`src/rtl/mem_burst_reader_if.sv`:
```
// Bundles the burst request, memory read port, output stream and status signals of mem_burst_reader.
// With MEM_BURST_READER_CHECKSUM_EN defined, the bundle also carries the running checksum.
interface mem_burst_reader_if #(
   parameter int unsigned SIZE  = 16,
   parameter int unsigned DEPTH = 64
);
   localparam int unsigned AW = $clog2(DEPTH);

   logic            start;
   logic [AW-1:0]   base_addr;
   logic [AW:0]     count;
   logic [AW-1:0]   raddr;
   logic [SIZE-1:0] read_data;
   logic [SIZE-1:0] out_data;
   logic            out_valid;
   logic            out_ready;
   logic            busy;
   logic            done;
`ifdef MEM_BURST_READER_CHECKSUM_EN
   logic [SIZE-1:0] checksum;

   modport master (
      output start, base_addr, count, read_data, out_ready,
      input  raddr, out_data, out_valid, busy, done, checksum
   );
   modport slave (
      input  start, base_addr, count, read_data, out_ready,
      output raddr, out_data, out_valid, busy, done, checksum
   );
`else
   modport master (
      output start, base_addr, count, read_data, out_ready,
      input  raddr, out_data, out_valid, busy, done
   );
   modport slave (
      input  start, base_addr, count, read_data, out_ready,
      output raddr, out_data, out_valid, busy, done
   );
`endif
endinterface

```
`src/rtl/mem_burst_reader.sv`:
```
// Reads a burst of words from a combinational-read memory and streams them out with valid/ready.
// Optional MEM_BURST_READER_CHECKSUM_EN adds a modulo-2^SIZE sum of all handed-off words.
module mem_burst_reader #(
   parameter int unsigned SIZE  = 16,
   parameter int unsigned DEPTH = 64
) (
   input  logic                 clk,
   input  logic                 rst,
   mem_burst_reader_if.slave    bus
);
   localparam int unsigned AW = $clog2(DEPTH);

   typedef enum logic [1:0] {
      IDLE   = 2'd0,
      READ   = 2'd1,
      DRAIN  = 2'd2,
      FINISH = 2'd3
   } state_e;

   state_e          state_q, state_d;
   logic [AW-1:0]   raddr_q, raddr_d;
   logic [AW:0]     remaining_q, remaining_d;
   logic [SIZE-1:0] out_data_q, out_data_d;
   logic            out_valid_q, out_valid_d;
   logic            busy_q, busy_d;
   logic            done_q, done_d;
   logic            load_c;
   logic            hs_c;
   logic [AW-1:0]   raddr_next_c;
`ifdef MEM_BURST_READER_CHECKSUM_EN
   logic [SIZE-1:0] checksum_q, checksum_d;
`endif

   assign load_c       = !out_valid_q || bus.out_ready;
   assign hs_c         = out_valid_q && bus.out_ready;
   // Explicit wrap keeps non-power-of-two DEPTH correct.
   assign raddr_next_c = (raddr_q == AW'(DEPTH - 1)) ? '0 : raddr_q + AW'(1);

   // Next-state and datapath updates.
   always_comb begin
      state_d     = state_q;
      raddr_d     = raddr_q;
      remaining_d = remaining_q;
      out_data_d  = out_data_q;
      out_valid_d = out_valid_q;
`ifdef MEM_BURST_READER_CHECKSUM_EN
      checksum_d  = checksum_q;
      if (hs_c) begin
         checksum_d = checksum_q + out_data_q;
      end
`endif
      if (hs_c) begin
         out_valid_d = 1'b0;
      end

      unique case (state_q)
         IDLE: begin
            if (bus.start) begin
`ifdef MEM_BURST_READER_CHECKSUM_EN
               checksum_d = '0;
`endif
               if (bus.count != '0) begin
                  raddr_d     = bus.base_addr;
                  remaining_d = bus.count;
                  state_d     = READ;
               end else begin
                  state_d = FINISH;
               end
            end
         end
         READ: begin
            // A load both retires any accepted word and refills the output register.
            if (load_c) begin
               out_data_d  = bus.read_data;
               out_valid_d = 1'b1;
               raddr_d     = raddr_next_c;
               remaining_d = remaining_q - (AW + 1)'(1);
               if (remaining_q == (AW + 1)'(1)) begin
                  state_d = DRAIN;
               end
            end
         end
         DRAIN: begin
            if (hs_c) begin
               state_d = FINISH;
            end
         end
         FINISH: begin
            state_d = IDLE;
         end
         default: begin
            state_d = IDLE;
         end
      endcase

      busy_d = (state_d != IDLE);
      done_d = (state_d == FINISH);
   end

   always_ff @(posedge clk) begin
      if (rst) begin
         state_q     <= IDLE;
         raddr_q     <= '0;
         remaining_q <= '0;
         out_data_q  <= '0;
         out_valid_q <= 1'b0;
         busy_q      <= 1'b0;
         done_q      <= 1'b0;
      end else begin
         state_q     <= state_d;
         raddr_q     <= raddr_d;
         remaining_q <= remaining_d;
         out_data_q  <= out_data_d;
         out_valid_q <= out_valid_d;
         busy_q      <= busy_d;
         done_q      <= done_d;
      end
   end

`ifdef MEM_BURST_READER_CHECKSUM_EN
   always_ff @(posedge clk) begin
      if (rst) begin
         checksum_q <= '0;
      end else begin
         checksum_q <= checksum_d;
      end
   end

   assign bus.checksum = checksum_q;
`endif

   assign bus.raddr     = raddr_q;
   assign bus.out_data  = out_data_q;
   assign bus.out_valid = out_valid_q;
   assign bus.busy      = busy_q;
   assign bus.done      = done_q;

endmodule

```
`src/flat_wrapper.sv`:
```
// flat-port wrapper written by rule: the top's interface ports become plain ports
module mem_burst_reader_flat 
#(
   parameter int unsigned SIZE  = 16,
   parameter int unsigned DEPTH = 64
)
  (clk, rst, bus_start, bus_base_addr, bus_count, bus_read_data, bus_out_ready, bus_raddr, bus_out_data, bus_out_valid, bus_busy, bus_done);
  mem_burst_reader_if #(.SIZE(SIZE), .DEPTH(DEPTH)) bus_i ();
  input  logic clk;
  input  logic rst;
  input wire logic [$bits(bus_i.start)-1:0] bus_start;
  input wire logic [$bits(bus_i.base_addr)-1:0] bus_base_addr;
  input wire logic [$bits(bus_i.count)-1:0] bus_count;
  input wire logic [$bits(bus_i.read_data)-1:0] bus_read_data;
  input wire logic [$bits(bus_i.out_ready)-1:0] bus_out_ready;
  output wire logic [$bits(bus_i.raddr)-1:0] bus_raddr;
  output wire logic [$bits(bus_i.out_data)-1:0] bus_out_data;
  output wire logic [$bits(bus_i.out_valid)-1:0] bus_out_valid;
  output wire logic [$bits(bus_i.busy)-1:0] bus_busy;
  output wire logic [$bits(bus_i.done)-1:0] bus_done;
  assign bus_i.start = bus_start;
  assign bus_i.base_addr = bus_base_addr;
  assign bus_i.count = bus_count;
  assign bus_i.read_data = bus_read_data;
  assign bus_i.out_ready = bus_out_ready;
  assign bus_raddr = bus_i.raddr;
  assign bus_out_data = bus_i.out_data;
  assign bus_out_valid = bus_i.out_valid;
  assign bus_busy = bus_i.busy;
  assign bus_done = bus_i.done;
  mem_burst_reader #(.SIZE(SIZE), .DEPTH(DEPTH)) u_core (.clk(clk), .rst(rst), .bus(bus_i));
endmodule
```
`config.mk`:
```
export PLATFORM = sky130hd
export DESIGN_NAME = mem_burst_reader_flat
export DESIGN_NICKNAME = d
export VERILOG_FILES = /design/src/rtl/mem_burst_reader_if.sv /design/src/rtl/mem_burst_reader.sv /design/src/flat_wrapper.sv
export SDC_FILE = /design/constraint.sdc
export NUM_CORES = 1
export LEC_CHECK = 0
export ABC_AREA = 1
export BUFFER_PORTS_ARGS = -buffer_cell sky130_fd_sc_hd__buf_2
export CAP_MARGIN = 20
export CORE_MARGIN = 2
export CORE_UTILIZATION = 49
export DETAILED_ROUTE_END_ITERATION = 8
export GPL_TIMING_DRIVEN = 0
export PLACE_DENSITY = 0.77
export SLEW_MARGIN = 20
export SYNTH_ARGS = -nofsm -noshare
export SYNTH_HDL_FRONTEND = slang
export SYNTH_SLANG_ARGS = --single-unit
```
`constraint.sdc`:
```
create_clock -name clk -period 1.5 [get_ports clk]
set_clock_uncertainty 0.1 [all_clocks]
set_input_delay 0 -clock clk [delete_from_list [all_inputs] [get_ports clk]]
set_output_delay 0 -clock clk [all_outputs]
set_load 0.01 [all_outputs]
```
==> results.sh <==
export IMPL_status="complete, no violations"
export IMPL_hold_viol=0
export IMPL_drc=0
export IMPL_max_stage_delay_ns=0.35
export IMPL_cts_path_max_buffers=2
export IMPL_num_rows=21
export IMPL_timing_slew_headroom_pct=80.5
export IMPL_hold_class="in2reg"
export IMPL_clk_pin_slew_worst_paths_ns=0.11
export IMPL_synth_warnings=0
export IMPL_crit_required_ns=1.65
export IMPL_wl_um=4700
export IMPL_clock_latency_ns=0.35
export IMPL_cts_made_buffers=5
export IMPL_num_vias=1913
export IMPL_syn_to_final_growth_pct=47.0
export IMPL_start_util_pct=50.8
export IMPL_fmaxAchievable_mhz=718
export IMPL_crit_top_cell="nand2_1"
export IMPL_start_kind="register"
export IMPL_synth_top_area_cell="dfxtp_1"
export IMPL_overflow=0
export IMPL_dieArea_um2=3920
export IMPL_htreeDepth=2
export IMPL_hpwl_um=2850
export IMPL_total_power_w=0.00260
export IMPL_fin_crit_sh_pct=92.8
export IMPL_die_h_um=62.6
export IMPL_avgSynthCellArea_um2=6.70
export IMPL_grtUsageTotal_pct=25.7
export IMPL_portBuffers=57
export IMPL_synth_nets=287
export IMPL_synth_flop_cell="dfxtp_1"
export IMPL_grt_pass1_vias=1799
export IMPL_synth_compound_area_share_pct=13.8
export IMPL_syn_area_um2=1680
export IMPL_switching_share_pct=32.5
export IMPL_intPower_w=0.00176
export IMPL_peakVddDrop_v=0.000792
export IMPL_ant_nets=0
export IMPL_synth_top_area_share_pct=40.4
export IMPL_synth_top_family_by_area="simple AND/OR/NAND/NOR gates"
export IMPL_grt_setup_unrepaired="true"
export IMPL_coreArea_um2=3310
export IMPL_cp_end_kind="register"
export IMPL_antenna_found_initial=0
export IMPL_grt_pass1_wl_um=7870
export IMPL_cts_root_buffer="clkbuf_4"
export IMPL_powerDensity_nw_per_um2=1050
export IMPL_clock_sinks=34
export IMPL_dieWidth_um=62.6
export IMPL_drtIter0Drc=104
export IMPL_seq_power_share_pct=42.1
export IMPL_nets=383
export IMPL_synth_area_leaders="dfxtp_1, nor2_1, nand2_1"
export IMPL_ys_async_sr_fraction_pct=0
export IMPL_cp_top_family="simple AND/OR/NAND/NOR gates"
export IMPL_netSwitchingPower_w=0.000846
export IMPL_yosys_area_share_adder_pct=2.23
export IMPL_tns_ns=0
export IMPL_synth_cells=251
export IMPL_comb_power_share_pct=30.9
export IMPL_setup_violations=0
export IMPL_synth_common_cells="nor2_1, nand2_1, dfxtp_1"
export IMPL_synth_most_common_cell="nor2_1"
export IMPL_worst_setup_path_type="reg2reg"
export IMPL_synthSimpleGateAreaFrac_pct=33.1
export IMPL_tritoncts="yes"
export IMPL_crit_fanout=3
export IMPL_yosys_register_bits=34
export IMPL_synth_xor_area_share_pct=1.04
export IMPL_post_route_cells_drive_above_1_share_pct=30.3
export IMPL_io_pins=58
export IMPL_ys_types=26
export IMPL_diodes=0
export IMPL_viasPerCell=4.87
export IMPL_arrival_ns=1.54
export IMPL_critPathSlowestCell="dfxtp_1"
export IMPL_whs_ns=0.0468
export IMPL_cp_cell_sequence="inv_1 > ha_1 > nand3_1 > nor3_1 > o21ai_1 > nand2_1 > nand2_1"
export IMPL_drv_slew=0
export IMPL_synth_edf_count=0
export IMPL_path_buf_inv=1
export IMPL_period_needed_ns=1.39
export IMPL_place_gp_congestion=0.826
export IMPL_p_leak_nw=1.23
export IMPL_drv_cap=0
export IMPL_synth_mux_area_share_pct=0
export IMPL_finish_utilization_pct=74.7
export IMPL_first_pass_iters=4
export IMPL_grt_start_max_net_pins=11
export IMPL_ys_seq_area_share_pct=40.4
export IMPL_worst_pin_slew_ns=0.290
export IMPL_wl_per_cell_um=12.0
export IMPL_power_frac_clock_pct=27.0
per-stage QoR:
stage	std cells	setup slack, ns	area, um^2
CTS	390	0.0200	2400
floorplan	251	0.116	1680
global route	393	-0.0126	2470
detailed placement	354	0.0288	2030
global placement	354	0.0552	2030
finish	393	0.108	2470
power groups by stage:
stage	combinational, W	sequential (W)	clock, W
global route	0.000907	0.00111	0.000753
CTS	0.000753	0.00109	0.000709
global placement	0.000674	0.00110	0
detailed placement	0.000683	0.00111	0
floorplan	0.000437	0.00114	0
finish	0.000804	0.00110	0.000703
per-layer routing:
| layer | share of wire (%) | up-vias | track usage (%) |
|---|---|---|---|
| met5 | 0 | - | 0 |
| met4 | 2.3 | 0 | 11.7 |
| met3 | 5.8 | 13 | 7.03 |
| met2 | 50 | 61 | 45.2 |
| met1 | 42 | 857 | 28.9 |
| li1 | - | 982 | - |
cell type report:
type / instances / area [um^2]
Inverter: 29 / 114
Timing Repair Buffer: 89 / 598
Clock inverter: 1 / 30.0
Clock buffer: 6 / 51.3
Buffer: 8 / 52.6
Sequential cell: 34 / 691
Fill cell: 273 / 837
Tap cell: 46 / 57.6
Multi-Input combinational cell: 180 / 880
registers in the layout, indices dropped and copies added, names as in the netlist:
| name | cells |
|---|---|
| u_core.bus.busy | 1 |
| u_core.bus.out_valid | 1 |
| u_core.state_q | 2 |
| u_core.bus.raddr | 6 |
| u_core.remaining_q | 7 |
| u_core.bus.out_data | 16 |
| u_core.bus.done | 1 |
repair_timing:
item	in CTS	in global routing
gates resized for setup	0	27
setup endpoints to repair	0	27
endpoints found under the hold margin	33	0
setup buffers	0	3
hold buffers	29	0
placed cells by master, fill, tap and decap left out:
master,synthesis,routed
a21oi_1,5,5
a21oi_2,2,2
a31oi_1,2,2
buf_2,3,60
buf_4,1,3
buf_6,1,2
bufinv_16,0,1
clkbuf_2,0,3
clkbuf_4,0,5
clkbuf_8,0,1
dfxtp_1,34,28
dfxtp_2,0,5
dfxtp_4,0,1
dlygate4sd3_1,0,29
ha_1,3,1
ha_2,0,1
ha_4,0,1
inv_1,25,23
inv_2,2,4
inv_4,2,2
nand2_1,35,33
nand2_2,0,2
nand2_4,4,4
nand3_1,10,9
nand3_2,0,1
nand3b_1,1,1
nand4_1,2,2
nor2_1,74,71
nor2_2,1,4
nor3_1,4,4
o21ai_0,24,23
o21ai_1,8,8
o21ai_2,1,2
o21bai_1,1,1
or2_2,1,1
xor2_1,2,2
final timing paths:
check,from,end,slack [ns],depth (start not counted)
worst max-delay path,u_core.remaining_q[1],u_core.bus.busy,0.11,7
worst min-delay path,bus_count[6],u_core.bus.done,0.05,6
worst max register to register,u_core.remaining_q[1],u_core.bus.busy,0.11,7
worst min register to register,u_core.bus.raddr[4],u_core.bus.raddr[4],0.37,2
worst min-delay path, delay by kind of cell:
kind,cells,cell delay (ns)
AND/OR/NAND/NOR,5,0.37
buffers and inverters,1,0.10
logic make-up after synthesis:
logic type,Yosys count
simple gates,132
compound gates,43
buf+inv,37
flops,34
fa+ha+maj,3
xor+xnor,2
(Power assumes the default switching activity.)
